### src/rtl/ram_pkg.sv
// Shared types for the initialised dual-port RAM: clear-sequence FSM states.
package ram_pkg;

  typedef enum logic {
    CLEAR = 1'b0,
    READY = 1'b1
  } ram_state_t;

endpackage

### src/rtl/ram_sdp.sv
// Simple dual-port storage array: one write port, one registered read port, no reset.
module ram_sdp #(
  parameter int DATA_W = 3,
  parameter int ADDR_W = 5
) (
  input  logic              clk,
  input  logic              we,
  input  logic [ADDR_W-1:0] waddr,
  input  logic [DATA_W-1:0] wdata,
  input  logic              re,
  input  logic [ADDR_W-1:0] raddr,
  output logic [DATA_W-1:0] rdata
);

  localparam int DEPTH = 2 ** ADDR_W;

  logic [DATA_W-1:0] mem_r [DEPTH];
  logic [DATA_W-1:0] rdata_r;

  // Array write and synchronous read (read-first on address collision)
  always_ff @(posedge clk) begin
    if (we) begin
      mem_r[waddr] <= wdata;
    end
    if (re) begin
      rdata_r <= mem_r[raddr];
    end
  end

  assign rdata = rdata_r;

endmodule

### src/rtl/ram_dp_init.sv
// Dual-port RAM that fills itself with INIT_VAL after reset, with registered
// requests, write-first bypass on same-stage collisions and a 2-cycle read pipe.
module ram_dp_init
  import ram_pkg::*;
#(
  parameter int              DATA_W   = 3,
  parameter int              ADDR_W   = 5,
  parameter logic [DATA_W-1:0] INIT_VAL = {DATA_W{1'b0}}
) (
  input  logic              clk,
  input  logic              Reset_n,
  input  logic              wr_en,
  input  logic [ADDR_W-1:0] wr_addr,
  input  logic [DATA_W-1:0] wr_data,
  input  logic              rd_en,
  input  logic [ADDR_W-1:0] rd_addr,
  output logic [DATA_W-1:0] rd_data,
  output logic              rd_valid,
  output logic              busy,
  output logic              dropped
);

  localparam logic [ADDR_W-1:0] LAST_ADDR = {ADDR_W{1'b1}};
  localparam logic [ADDR_W-1:0] ZERO_ADDR = {ADDR_W{1'b0}};
  localparam logic [ADDR_W-1:0] ONE_ADDR  = {{(ADDR_W-1){1'b0}}, 1'b1};
  localparam logic [DATA_W-1:0] ZERO_DATA = {DATA_W{1'b0}};

  logic              wr_en_r;
  logic [ADDR_W-1:0] wr_addr_r;
  logic [DATA_W-1:0] wr_data_r;
  logic              rd_en_r;
  logic [ADDR_W-1:0] rd_addr_r;

  ram_state_t        state_r;
  ram_state_t        state_nxt_s;
  logic [ADDR_W-1:0] clr_cnt_r;
  logic [ADDR_W-1:0] clr_cnt_nxt_s;

  logic              mem_we_s;
  logic [ADDR_W-1:0] mem_waddr_s;
  logic [DATA_W-1:0] mem_wdata_s;
  logic              wr_acc_s;
  logic              rd_acc_s;
  logic              drop_s;
  logic [DATA_W-1:0] sdp_rdata_s;

  logic              rd_pend_r;
  logic              byp_r;
  logic [DATA_W-1:0] byp_data_r;
  logic [DATA_W-1:0] rd_data_r;
  logic              rd_valid_r;
  logic              dropped_r;

  // Input stage: every request input is registered once before use
  always_ff @(posedge clk or negedge Reset_n) begin
    if (!Reset_n) begin
      wr_en_r   <= 1'b0;
      wr_addr_r <= ZERO_ADDR;
      wr_data_r <= ZERO_DATA;
      rd_en_r   <= 1'b0;
      rd_addr_r <= ZERO_ADDR;
    end else begin
      wr_en_r   <= wr_en;
      wr_addr_r <= wr_addr;
      wr_data_r <= wr_data;
      rd_en_r   <= rd_en;
      rd_addr_r <= rd_addr;
    end
  end

  // Clear FSM state and sweep counter
  always_ff @(posedge clk or negedge Reset_n) begin
    if (!Reset_n) begin
      state_r   <= CLEAR;
      clr_cnt_r <= ZERO_ADDR;
    end else begin
      state_r   <= state_nxt_s;
      clr_cnt_r <= clr_cnt_nxt_s;
    end
  end

  // Next state, write-port mux and request acceptance
  always_comb begin
    state_nxt_s   = state_r;
    clr_cnt_nxt_s = clr_cnt_r;
    mem_we_s      = 1'b0;
    mem_waddr_s   = wr_addr_r;
    mem_wdata_s   = wr_data_r;
    wr_acc_s      = 1'b0;
    rd_acc_s      = 1'b0;
    drop_s        = 1'b0;
    case (state_r)
      CLEAR: begin
        mem_we_s    = 1'b1;
        mem_waddr_s = clr_cnt_r;
        mem_wdata_s = INIT_VAL;
        drop_s      = wr_en_r | rd_en_r;
        // Counter parks on the last address so the sweep never wraps
        if (clr_cnt_r == LAST_ADDR) begin
          state_nxt_s = READY;
        end else begin
          clr_cnt_nxt_s = clr_cnt_r + ONE_ADDR;
        end
      end
      READY: begin
        mem_we_s = wr_en_r;
        wr_acc_s = wr_en_r;
        rd_acc_s = rd_en_r;
      end
      default: begin
        state_nxt_s   = CLEAR;
        clr_cnt_nxt_s = ZERO_ADDR;
      end
    endcase
  end

  ram_sdp #(
    .DATA_W (DATA_W),
    .ADDR_W (ADDR_W)
  ) u_sdp (
    .clk   (clk),
    .we    (mem_we_s),
    .waddr (mem_waddr_s),
    .wdata (mem_wdata_s),
    .re    (rd_acc_s),
    .raddr (rd_addr_r),
    .rdata (sdp_rdata_s)
  );

  // Array-access stage: track pending read and capture collision bypass data
  always_ff @(posedge clk or negedge Reset_n) begin
    if (!Reset_n) begin
      rd_pend_r  <= 1'b0;
      byp_r      <= 1'b0;
      byp_data_r <= ZERO_DATA;
      dropped_r  <= 1'b0;
    end else begin
      rd_pend_r  <= rd_acc_s;
      byp_r      <= rd_acc_s & wr_acc_s & (rd_addr_r == wr_addr_r);
      byp_data_r <= wr_data_r;
      dropped_r  <= drop_s;
    end
  end

  // Output stage: rd_data only updates with a valid result, else holds
  always_ff @(posedge clk or negedge Reset_n) begin
    if (!Reset_n) begin
      rd_valid_r <= 1'b0;
      rd_data_r  <= ZERO_DATA;
    end else begin
      rd_valid_r <= rd_pend_r;
      if (rd_pend_r) begin
        rd_data_r <= byp_r ? byp_data_r : sdp_rdata_s;
      end
    end
  end

  assign rd_data  = rd_data_r;
  assign rd_valid = rd_valid_r;
  assign dropped  = dropped_r;
  assign busy     = (state_r == CLEAR);

endmodule

### config.mk
export PLATFORM = sky130hd
export DESIGN_NAME = ram_dp_init
export DESIGN_NICKNAME = d
export VERILOG_FILES = /design/src/rtl/ram_pkg.sv /design/src/rtl/ram_sdp.sv /design/src/rtl/ram_dp_init.sv
export SDC_FILE = /design/constraint.sdc
export NUM_CORES = 1
export LEC_CHECK = 0
export CORE_ASPECT_RATIO = 0.7
export CORE_MARGIN = 2
export CORE_UTILIZATION = 60
export DETAILED_ROUTE_END_ITERATION = 12
export GPL_TIMING_DRIVEN = 0
export PLACE_DENSITY = 0.82
export SYNTH_ARGS = -nofsm -noshare
export SYNTH_HDL_FRONTEND = slang
export SYNTH_SLANG_ARGS = --single-unit
### constraint.sdc
create_clock -name clk -period 4.7 [get_ports clk]
set_input_delay 0.94 -clock clk [delete_from_list [all_inputs] [get_ports clk]]
set_output_delay 0.94 -clock clk [all_outputs]
set_load 0.005 [all_outputs]
# [Word level (Yosys, flattened, before mapping)]
# Memories as Yosys holds them, arrays and structs flattened. A register that Yosys moved wholly into a read port is not among the register bits.
# Cells that the tools add are included.
# Widths: inputs -> output; s select.
[classes] addsub=1 eq_ne=2 mux=11 bitwise=5 n_reduce_logical=1
[op_table] operator="$mux 1" n=7
[op_table] operator="$mux 3" n=2
[op_table] operator="$add 5x1->5 const B" n=1
[op_table] operator="$eq 5x5->1" n=1
[op_table] operator="$eq 5x5->1 const B" n=1
[op_table] operator="$mux 5" n=1
[op_table] operator="$and 1x1->1" n=2
[op_table] operator="$not 1->1" n=2
[op_table] operator="$pmux 1 s2" n=1
[op_table] operator="$reduce_and 2->1" n=1
[op_table] operator="$or 1x1->1" n=1
[totals] reg_bits=31 mem_bits_rw=96 in_bits=17 out_inout_bits=6 word_cells=34 n_memories=1
[mem_list] memory="u_sdp.mem_r" depth=32 word_bits=3 rd=1 rd_ports_with_merged_regs=1 wr=1 line="ram_sdp.sv:17" source="logic [DATA_W-1:0] mem_r [DEPTH];"

# [Logic depth before layout (Yosys ltp)]
[depth] word_depth=4 ltp_mapped=6 ltp_nobuf=6

# [By module]
# Synthesis repeated with hierarchy kept, for this count alone.
[unflattened] hier_cells=258 area_unflattened_um2=5048.6
[modules_own_cells] module="ram_sdp" instances=1 cells_each=185 area_per_inst_um2=3946.3 seq_area_each_um2=2972.9
[modules_own_cells] module="ram_dp_init" instances=1 cells_each=73 area_per_inst_um2=1102.3 seq_area_each_um2=775.7

# [Worst setup path before layout]
# OpenSTA, ideal clock, no wires.
[synth_path] path_kind="register to register" from="reg rd_addr_r[2]" to="reg u_sdp.rdata_r[0], in the netlist u_sdp.rdata[0] (read register of u_sdp.mem_r), data pin" setup_time_ns=0.260 t_arrival_ns=1.952 t_required_ns=4.440 path_slack_ns=2.488 stages_incl_launch_ff=6 path_buffers=2 synth_period_minus_slack_ns=2.212 cell_sequence="dfrtp_1 -> clkbuf_1 -> clkbuf_1 -> mux4_2 -> mux4_2 -> mux2_2"
[synth_lines] element="from (decl)" line="ram_dp_init.sv:32" source="logic [ADDR_W-1:0] rd_addr_r;"
[synth_lines] element="from (signal assigned)" line="ram_dp_init.sv:67" source="rd_addr_r <= rd_addr;"
[synth_lines] element="to (decl)" line="ram_sdp.sv:18" source="logic [DATA_W-1:0] rdata_r;"

==> results.sh <==
export IMPL_finalCritPeriodShare_pct=60.37
export IMPL_worstSetupEndpointType="register"
export IMPL_dr_pass1_iters=6
export IMPL_period_needed_ns=2.838
export IMPL_cts_tree="done"
export IMPL_cts_inserted_buffers=17
export IMPL_via_per_inst=6.272
export IMPL_yosysMostFrequentCell="edfxtp_1"
export IMPL_critPathKind="register to register"
export IMPL_grt_pass1_wl_microns=16040
export IMPL_drive_above_1_share_pct=20.50
export IMPL_placement_io_buffers=22
export IMPL_cpPeakStageDelay_ns=0.66
export IMPL_multiInputGateArea_sq_um=1256
export IMPL_syn_inst=268
export IMPL_fmax_mhz=352.4
export IMPL_row_count=28
export IMPL_syn_nets=287
export IMPL_cpMaxStageDelayCell="clkbuf_1"
export IMPL_vias=2678
export IMPL_totalPowerFinal_uw=2653
export IMPL_nFillCells=503
export IMPL_worst_slack_ns=1.862
export IMPL_maxSlewHeadroom_pct=23.26
export IMPL_cts_buffer_depth=2
export IMPL_core_area_sq_um=8338
export IMPL_regArea_sq_um=3749
export IMPL_grt_pass1_vias=2765
export IMPL_max_cap_viol_count=0
export IMPL_synth_top_area_share_pct=58.65
export IMPL_routedWlPerCell_microns=25.09
export IMPL_ant_nets=0
export IMPL_clk_latency_ns=0.41
export IMPL_synth_area_sq_um=5069
export IMPL_cp_cell_sequence="clkbuf_1 > clkbuf_1 > mux4_2 > mux4_2 > mux2_2"
export IMPL_preCtsSetupSlack_ns=1.927
export IMPL_reg2reg_depth=5
export IMPL_synthFlopType="edfxtp_1"
export IMPL_ys_seq_area_share_pct=73.96
export IMPL_synthArstFlopShare_pct=23.85
export IMPL_dieArea_sq_um=9211
export IMPL_place_area_sq_um=5420
export IMPL_die_h_microns=80.90
export IMPL_leakage_uw=0.002025
export IMPL_drtIter0Drc=276
export IMPL_ioPinCount=23
export IMPL_yosys_warnings=0
export IMPL_fin_tns_setup_ns=0
export IMPL_die_w_microns=113.9
export IMPL_fin_area_sq_um=5995
export IMPL_diodes=0
export IMPL_antenna_found_initial=0
export IMPL_numClockSinks=130
export IMPL_cp_arrival_ns=3.00
export IMPL_status="complete, no violations"
export IMPL_setup_viol=0
export IMPL_worst_hold_path_type="register to register"
export IMPL_yosysTopAreaCell="edfxtp_1"
export IMPL_grt_max_degree=33
export IMPL_grt_overflow_total=0
export IMPL_swShare_pct=19.97
export IMPL_startpoint_type="register"
export IMPL_cts_resized=0
export IMPL_power_internal_uw=2123
export IMPL_synth_avg_cell_area_sq_um=18.91
export IMPL_cp_required_ns=4.86
export IMPL_hold_viol_final=0
export IMPL_initial_core_util_pct=60.79
export IMPL_grt_setup_unrepaired="no"
export IMPL_drc=0
export IMPL_yosysUniqueCellTypes=27
export IMPL_cts_root_buf="clkbuf_16"
export IMPL_post_cts_buffers=0
export IMPL_worstHoldPathCells=0
export IMPL_combPwrFrac_pct=4.6
export IMPL_nets=328
export IMPL_gp_congestion=0.8073
export IMPL_critPathMaxFanout=10
export IMPL_power_frac_clock_pct=47.6
export IMPL_synth_edff_count=99
export IMPL_hold_buffers=0
export IMPL_grt_util_all_layers_pct=25.37
export IMPL_fin_hold_ws_ns=0.3714
export IMPL_worstMarginPinSlew_ns=1.151
export IMPL_netlist_top_cells_area="edfxtp_1 (59%), dfrtp_1 (15%), mux4_2 (13%)"
export IMPL_path_clk_slew_ns=0.05
export IMPL_p_seq_share_pct=47.8
export IMPL_syn_to_final_growth_pct=18.27
export IMPL_final_max_slew_viol_count=0
export IMPL_htreeDepth=4
export IMPL_synth_commonest_cells="edfxtp_1 (99), nor2_1 (39), dfrtp_1 (31)"
export IMPL_dp_hpwl_microns=6715
export IMPL_power_density_nw_per_um2=442.6
export IMPL_fin_skew_ns=0.007070
export IMPL_drt_wl_total_microns=10710
export IMPL_vdd_ir_drop_max_uv=316.1
export IMPL_p_sw_uw=529.8
export IMPL_ys_ff_latch=130
-- final cells by class --
class                      instances  share of cell area, %
timing repair buffer              22                  3.590
clock buffer                      29                  9.413
multi-input combinational        126                  20.96
inverter                           2                 0.1252
tap                              105                  2.192
sequential                       130                  62.53
buffer                            10                 0.9393
clock inverter                     3                 0.2505
-- critical path, delay by kind of cell, from the launching register on --
| kind | cells | cell delay (ns) |
|---|---|---|
| flip-flops | 1 | 0.32 |
| multiplexers | 3 | 1.23 |
| buffers and inverters | 2 | 1.04 |
-- sequential cells by signal (all words and copies together), names as in the netlist --
signal and cells:
wr_data_r 3, rd_pend_r 1, u_sdp.mem_r 96, wr_en_r 1, u_sdp.rdata 3, byp_r 1, clr_cnt_r 5, rd_en_r 1
rd_data 3, rd_addr_r 5, wr_addr_r 5, state_r 1, dropped 1, byp_data_r 3, rd_valid 1
-- routing by layer --
| layer | global-route usage (%) | part of all wire (%) | up-vias |
|---|---|---|---|
| met3 | 6.343 | 6.9 | 24 |
| met1 | 35.34 | 43 | 1387 |
| met2 | 38.08 | 48 | 132 |
| li1 | - | - | 1135 |
| met4 | 13.29 | 2.3 | 0 |
| met5 | 0 | 0 | - |
-- placed cells by master (no fill, tap or decap), drive strengths merged --
cell | synthesis | layout
nor4 | 1 | 1
xnor2 | 3 | 3
nor2 | 39 | 39
o21ai | 8 | 8
ha | 2 | 2
and4 | 2 | 2
mux2i | 4 | 4
dfrtp | 31 | 31
a31oi | 2 | 2
inv | 2 | 2
a21oi | 4 | 4
xor2 | 5 | 5
and3b | 3 | 3
nor2b | 2 | 2
clkdlybuf4s50 | 0 | 21
edfxtp | 99 | 99
and2 | 4 | 4
clkinv | 0 | 3
nand2 | 1 | 1
nor3b | 4 | 4
buf | 3 | 4
and3 | 2 | 2
mux2 | 6 | 6
nand4 | 1 | 1
mux4 | 30 | 30
a32oi | 1 | 1
clkbuf | 7 | 36
nor3 | 2 | 2
-- kinds of logic (layout without fill, tap and decap cells) --
group | Yosys count | count (layout) | synth area share, %
XOR/XNOR | 8 | 8 | 1.382
multiplexers | 40 | 40 | 15.45
flip-flops | 130 | 130 | 73.96
buffers and inverters | 12 | 66 | 1.259
AND/OR/NAND/NOR | 61 | 61 | 5.851
AO/OA/AOI/OAI | 15 | 15 | 1.605
adder cells (fa/ha/maj) | 2 | 2 | 0.4936
-- through the flow --
| step | utilization, % | cells |
|---|---|---|
| after global placement | 65.01 | 395 |
| after global routing | 71.89 | 427 |
| after detailed placement | 65.01 | 395 |
| after CTS | 71.95 | 427 |
| after floorplan | - | 268 |
| final | 71.89 | 427 |
-- power by group through the flow --
stage	Combinational, uW	Clock (uW)	Sequential [uW]
2_1_floorplan	69.7	0	1290
3_3_place_gp	116	0	1290
3_5_place_dp	122	0	1290
4_1_cts	124	1270	1270
5_1_grt	132	1320	1270
6_report	123	1260	1270
-- path summary, 6_finish.rpt --
kind / start / slack (ns) / endpoint
max in group asynchronous: Reset_n / 3.70 / rd_addr_r[3]
worst min register to register: wr_data_r[1] / 0.37 / byp_data_r[1]
min in group asynchronous: Reset_n / 0.57 / byp_data_r[2]
worst max-delay path: rd_addr_r[2] / 1.86 / u_sdp.rdata[1]
worst max register to register: rd_addr_r[2] / 1.86 / u_sdp.rdata[1]
worst min-delay path: wr_data_r[1] / 0.37 / byp_data_r[1]
Power figures use the tool's default switching activity.
